--- config.mk ---
export PLATFORM = sky130hd
export DESIGN_NAME = pc_sequencer
export DESIGN_NICKNAME = d
export VERILOG_FILES = /design/src/rtl/pc_seq_pkg.sv /design/src/rtl/ras_stack.sv /design/src/rtl/pc_sequencer.sv
export SDC_FILE = /design/constraint.sdc
export NUM_CORES = 1
export LEC_CHECK = 0
export CORE_UTILIZATION = 50
export DETAILED_ROUTE_END_ITERATION = 6
export PLACE_DENSITY = 0.82
export RECOVER_POWER = 100
export SETUP_SLACK_MARGIN = 0.1
export SYNTH_ARGS = -nofsm -noshare
export SYNTH_HDL_FRONTEND = slang
export SYNTH_HIERARCHICAL = 1
export SYNTH_SLANG_ARGS = --single-unit
export TNS_END_PERCENT = 50
--- constraint.sdc ---
create_clock -name clk -period 4.35 [get_ports clk]
set_input_delay 0.435 -clock clk [delete_from_list [all_inputs] [get_ports clk]]
set_output_delay 0.435 -clock clk [all_outputs]
set_load 0.03 [all_outputs]
--- src/rtl/pc_seq_pkg.sv ---
// Shared definitions for the program-counter sequencer: FSM state encoding
// and the default sequential increment.
package pc_seq_pkg;

   // Run/halt state of the sequencer
   typedef enum logic {
      ST_RUN  = 1'b0,
      ST_HALT = 1'b1
   } state_t;

   // Bytes per instruction for a plain sequential step
   localparam int unsigned DEFAULT_INC = 4;

endpackage

--- src/rtl/ras_stack.sv ---
// Circular return-address stack. A push onto a full stack overwrites the
// oldest entry and keeps the count at DEPTH; a pop from an empty stack is
// ignored. ovf/unf flag those two cases in the cycle they are requested.
module ras_stack #(
   parameter int unsigned W     = 32,
   parameter int unsigned DEPTH = 4
) (
   input  logic         clk,
   input  logic         rst,
   input  logic         push,
   input  logic         pop,
   input  logic [W-1:0] din,
   output logic [W-1:0] dout,
   output logic         empty,
   output logic         full,
   output logic         ovf,
   output logic         unf
);

   localparam int unsigned PTR_W = (DEPTH > 1) ? $clog2(DEPTH) : 1;
   localparam int unsigned CNT_W = $clog2(DEPTH + 1);

   logic [W-1:0]     mem [DEPTH];
   logic [PTR_W-1:0] wr_ptr;   // next slot to write
   logic [PTR_W-1:0] top_ptr;  // most recent entry
   logic [PTR_W-1:0] nxt_ptr;
   logic [CNT_W-1:0] count;

   // Pointer arithmetic modulo DEPTH and status flags
   always_comb begin
      top_ptr = (wr_ptr == '0) ? PTR_W'(DEPTH - 1) : wr_ptr - PTR_W'(1);
      nxt_ptr = (wr_ptr == PTR_W'(DEPTH - 1)) ? '0 : wr_ptr + PTR_W'(1);
      empty   = (count == '0);
      full    = (count == CNT_W'(DEPTH));
      dout    = mem[top_ptr];
      ovf     = push & full;
      unf     = pop & empty;
   end

   // Pointer and occupancy; when full, wr_ptr already sits on the oldest entry
   always_ff @(posedge clk or posedge rst) begin
      if (rst) begin
         wr_ptr <= '0;
         count  <= '0;
      end else if (push) begin
         wr_ptr <= nxt_ptr;
         if (!full) begin
            count <= count + CNT_W'(1);
         end
      end else if (pop && !empty) begin
         wr_ptr <= top_ptr;
         count  <= count - CNT_W'(1);
      end
   end

   // Entry storage needs no reset; count gates validity
   always_ff @(posedge clk) begin
      if (push) begin
         mem[wr_ptr] <= din;
      end
   end

endmodule

--- src/rtl/pc_sequencer.sv ---
// Registered program-counter sequencer: holds the fetch PC, picks the next
// address (sequential, branch, call, return), owns the return-address stack
// and a run/halt state machine.
module pc_sequencer
   import pc_seq_pkg::*;
#(
   parameter int unsigned      ADDR_W    = 32,
   parameter int unsigned      INC       = DEFAULT_INC,
   parameter int unsigned      RAS_DEPTH = 4,
   parameter logic [ADDR_W-1:0] RESET_VEC = '0
) (
   input  logic              clk,
   input  logic              rst,
   input  logic              stall,
   input  logic              branch_taken,
   input  logic              is_call,
   input  logic              is_ret,
   input  logic [ADDR_W-1:0] branch_target,
   input  logic              halt_req,
   input  logic              resume,
   output logic [ADDR_W-1:0] pc,
   output logic [ADDR_W-1:0] pc_seq,
   output logic              flush,
   output logic              halted,
   output logic              ras_empty,
   output logic              ras_full,
   output logic              ras_err
);

   state_t            state;
   logic              active;
   logic              ras_push;
   logic              ras_pop;
   logic [ADDR_W-1:0] ras_top;
   logic              ras_ovf;
   logic              ras_unf;

   // Link value and RAS requests; the stack only moves when the core is
   // running, not stalled, and no halt is being taken this cycle
   always_comb begin
      pc_seq   = pc + ADDR_W'(INC);
      active   = !stall && (state == ST_RUN) && !halt_req;
      ras_pop  = active && is_ret;
      ras_push = active && is_call && !is_ret;
   end

   ras_stack #(
      .W     (ADDR_W),
      .DEPTH (RAS_DEPTH)
   ) u_ras (
      .clk   (clk),
      .rst   (rst),
      .push  (ras_push),
      .pop   (ras_pop),
      .din   (pc_seq),
      .dout  (ras_top),
      .empty (ras_empty),
      .full  (ras_full),
      .ovf   (ras_ovf),
      .unf   (ras_unf)
   );

   // FSM, PC register and registered flags in priority order
   always_ff @(posedge clk or posedge rst) begin
      if (rst) begin
         pc      <= RESET_VEC;
         state   <= ST_RUN;
         flush   <= 1'b0;
         halted  <= 1'b0;
         ras_err <= 1'b0;
      end else if (stall) begin
         flush <= 1'b0;
      end else begin
         unique case (state)
            ST_HALT: begin
               flush <= 1'b0;
               if (resume) begin
                  state  <= ST_RUN;
                  halted <= 1'b0;
               end
            end
            ST_RUN: begin
               if (halt_req) begin
                  state  <= ST_HALT;
                  halted <= 1'b1;
                  flush  <= 1'b0;
               end else if (is_ret) begin
                  if (ras_empty) begin
                     pc    <= pc_seq;
                     flush <= 1'b0;
                  end else begin
                     pc    <= ras_top;
                     flush <= 1'b1;
                  end
               end else if (is_call || branch_taken) begin
                  pc    <= branch_target;
                  flush <= 1'b1;
               end else begin
                  pc    <= pc_seq;
                  flush <= 1'b0;
               end
               // Sticky until reset
               if (ras_ovf || ras_unf) begin
                  ras_err <= 1'b1;
               end
            end
            default: begin
               state <= ST_RUN;
            end
         endcase
      end
   end

endmodule

==> impl_metrics.json <==
{
  "cts_root_buf": "clkbuf_16",
  "p_leak_nw": 3.36,
  "track_usage_pct": 25.6,
  "p_int_mw": 4.20,
  "drc": 0,
  "synth_compound_area_share_pct": 12.3,
  "antennaDiodeCount": 0,
  "layout-drive-gt1-share_pct": 12.7,
  "yosys.area_share.simple_pct": 9.46,
  "powerDensity_nw_per_um2": 726,
  "cp.arrival_ns": 3.62,
  "min_period_ns": 4.06,
  "ff2ff_setup_slack_ns": 0.75,
  "p_seq_share_pct": 34.8,
  "ys.flop_type": "edfxtp_1",
  "synth_top_area_share_pct": 47.1,
  "syn_area_sq_um": 8160,
  "rr_worst_depth": 7,
  "htreeDepth": 4,
  "hold_class": "in -> async",
  "max_slew_margin_pct": -38.3,
  "synth_adder_area_share_pct": 1.16,
  "clk_pin_slew_ns": 0.06,
  "layout_setup_ws_ns": 0.292,
  "peakVddDrop_mv": 0.361,
  "dieArea_sq_um": 16800,
  "wl_um": 20500,
  "clock-skew-final_ns": 0.00473,
  "synth_top_family_by_area": "compound AO/OA/AOI/OAI gates",
  "netlist_top_cells_area": "edfxtp_1 (47%), dfrtp_1 (13%), mux4_2 (8.3%), xnor2_1 (2.5%), a221o_1 (1.8%)",
  "tns_ns": 0,
  "rsz0062_at_grt": "no",
  "hold_viol_final": 0,
  "ys_seq_area_share_pct": 59.6,
  "synth_warnings": 6,
  "ys_seq_elements": 169,
  "synthMuxAreaShare_pct": 9.30,
  "fp.dieW_um": 130,
  "antenna_found_initial": 0,
  "synth_cells": 566,
  "fill_cells": 1204,
  "final_common_cell": "edfxtp_1",
  "required_ns": 3.91,
  "r2r_end": "pc[25]",
  "cts_setup_buffers": 0,
  "regArea_sq_um": 4870,
  "grt_pass1_vias": 5493,
  "area_growth_pct": 20.2,
  "slew_violations": 35,
  "multi_input_area_sq_um": 2830,
  "start_util_pct": 51.4,
  "synth-edff-count": 128,
  "cts_buffer_depth": 2,
  "fmax_mhz": 246,
  "cp-start-kind": "flip-flop",
  "vias": 5655,
  "overflow": 0,
  "io_pins": 109,
  "core_area_sq_um": 15900,
  "cp_max_fo": 9,
  "cts_buffers": 17,
  "rows": 46,
  "gp_congestion": 0.854,
  "utilization_pct": 61.8,
  "synth_nets": 613,
  "comb_power_share_pct": 44.5,
  "port_buffers": 108,
  "cts_tree": "built",
  "rr_startpoint": "u_ras/wr_ptr[0]",
  "grt_max_degree": 50,
  "dp_slack_ns": 0.758,
  "drt_iter0_drc": 687,
  "max_slew.worst_pin.slew_ns": 2.07,
  "fin_nets": 713,
  "fp.dieH_um": 130,
  "violations": "max-capacitance violations, max-slew violations",
  "setup_viol": 0,
  "cp-end-kind": "output port",
  "clock-sinks": 169,
  "post-dp-hpwl_um": 13000,
  "synth_cell_type_count": 73,
  "critPathKind": "reg -> out",
  "ant_nets": 0,
  "status": "finished with violations",
  "async_reset_ff_share_pct": 24.3,
  "whs_ns": 0.367,
  "wl_per_cell_um": 22.9,
  "maxCapViolations": 2,
  "pwr-share-clk_pct": 20.8,
  "post_dp_cell_area_sq_um": 9320,
  "p_switching_mw": 2.93,
  "min_period_over_period_pct": 93.3,
  "swShare_pct": 41.1,
  "via_per_inst": 6.32,
  "synth_top_area_cell": "edfxtp_1",
  "clk_latency_ns": 0.43,
  "finalInstanceArea_sq_um": 9820,
  "grt_pass1_wl_um": 31400,
  "synth_area_per_cell_sq_um": 14.4,
  "dr.pass1.iters": 6,
  "final_cell_mix": "edfxtp_1 (128), dlygate4sd3_1 (71), dfrtp_1 (41)",
  "synth-xor-area-share_pct": 3.00
}
## final cells by class
| cell class | count | share of cell area [%] |
|---|---|---|
| Tap cell | 216 | 2.75 |
| Clock inverter | 14 | 1.48 |
| Multi-Input combinational cell | 327 | 28.8 |
| Sequential cell | 169 | 49.6 |
| Clock buffer | 18 | 4.37 |
| Inverter | 28 | 1.07 |
| Timing Repair Buffer | 123 | 11.9 |
## power groups by stage
stage | clock [mW] | combinational [mW] | sequential [mW]
5_1_grt | 1.56 | 3.36 | 2.51
3_3_place_gp | 0 | 3.20 | 2.48
6_report | 1.48 | 3.17 | 2.48
2_1_floorplan | 0 | 2.07 | 2.65
3_5_place_dp | 0 | 3.29 | 2.51
4_1_cts | 1.49 | 3.33 | 2.48
## through the flow
| step | power (mW) | instances |
|---|---|---|
| after floorplan | 4.72 | 566 |
| after global placement | 5.68 | 863 |
| after detailed placement | 5.80 | 863 |
| after CTS | 7.30 | 895 |
| after global routing | 7.43 | 895 |
| final | 7.13 | 895 |
## timing repair
action,in CTS,in global routing
hold buffers,0,0
gates resized for setup,0,1
endpoints found under the setup margin,0,2
## kinds of logic after synthesis
group	Yosys count
flops	169
compound gates	131
simple gates	126
buf+inv	70
mux	35
xor+xnor	28
fa+ha+maj	7
## registers in the layout (all words and copies together), names as in the netlist
signal and flops:
halted 1, u_ras/wr_ptr 2, u_ras/mem 128, state 1, ras_err 1, flush 1
u_ras/count 3, pc 32
## metal layers
layer  GRT usage (%)  wire length, um  vias to the layer above
met3            6.03             1860                       48
met4            11.2              580                        0
li1                -                -                     2458
met5               0                0                        -
met2            39.7             9790                      300
met1            34.6             8310                     2849
## worst max-delay path by stage
stage | start | endpoint | slack, ns | cells after the start
floorplan | stall | u_ras/mem[2][0] | 1.13 | 7
global placement | pc[2] | pc_seq[28] | 0.89 | 6
detailed placement | pc[2] | pc_seq[28] | 0.76 | 6
CTS | pc[2] | pc_seq[28] | 0.27 | 6
global route | pc[2] | pc_seq[18] | 0.13 | 5
finish | pc[2] | pc_seq[18] | 0.29 | 5
## synth_stat cells (5+ instances only)
library cell,n
xnor2_1,23
a221oi_1,15
nor3_1,8
a211oi_1,8
nand2_1,23
nor4_2,5
and2_1,9
edfxtp_1,128
a221o_1,15
o21ai_0,15
nand4_1,13
ha_1,6
inv_1,27
and4_1,5
nor2_1,22
a22oi_1,7
nand3_1,8
a2bb2oi_1,5
a21oi_1,21
nor4_1,5
dfrtp_1,41
o22ai_1,9
buf_6,5
o21a_1,6
and3_1,6
clkbuf_1,17
mux4_2,30
xor2_1,5
## critical path: stages (launching register included)
cell and delay [ns]:
dfrtp_1 0.47, ha_1 0.26, nand4_1 0.41, or4_1 0.88
xnor2_1 0.38, dlygate4sd3_1 0.79
No activity file was read; power rests on OpenSTA's default activity.
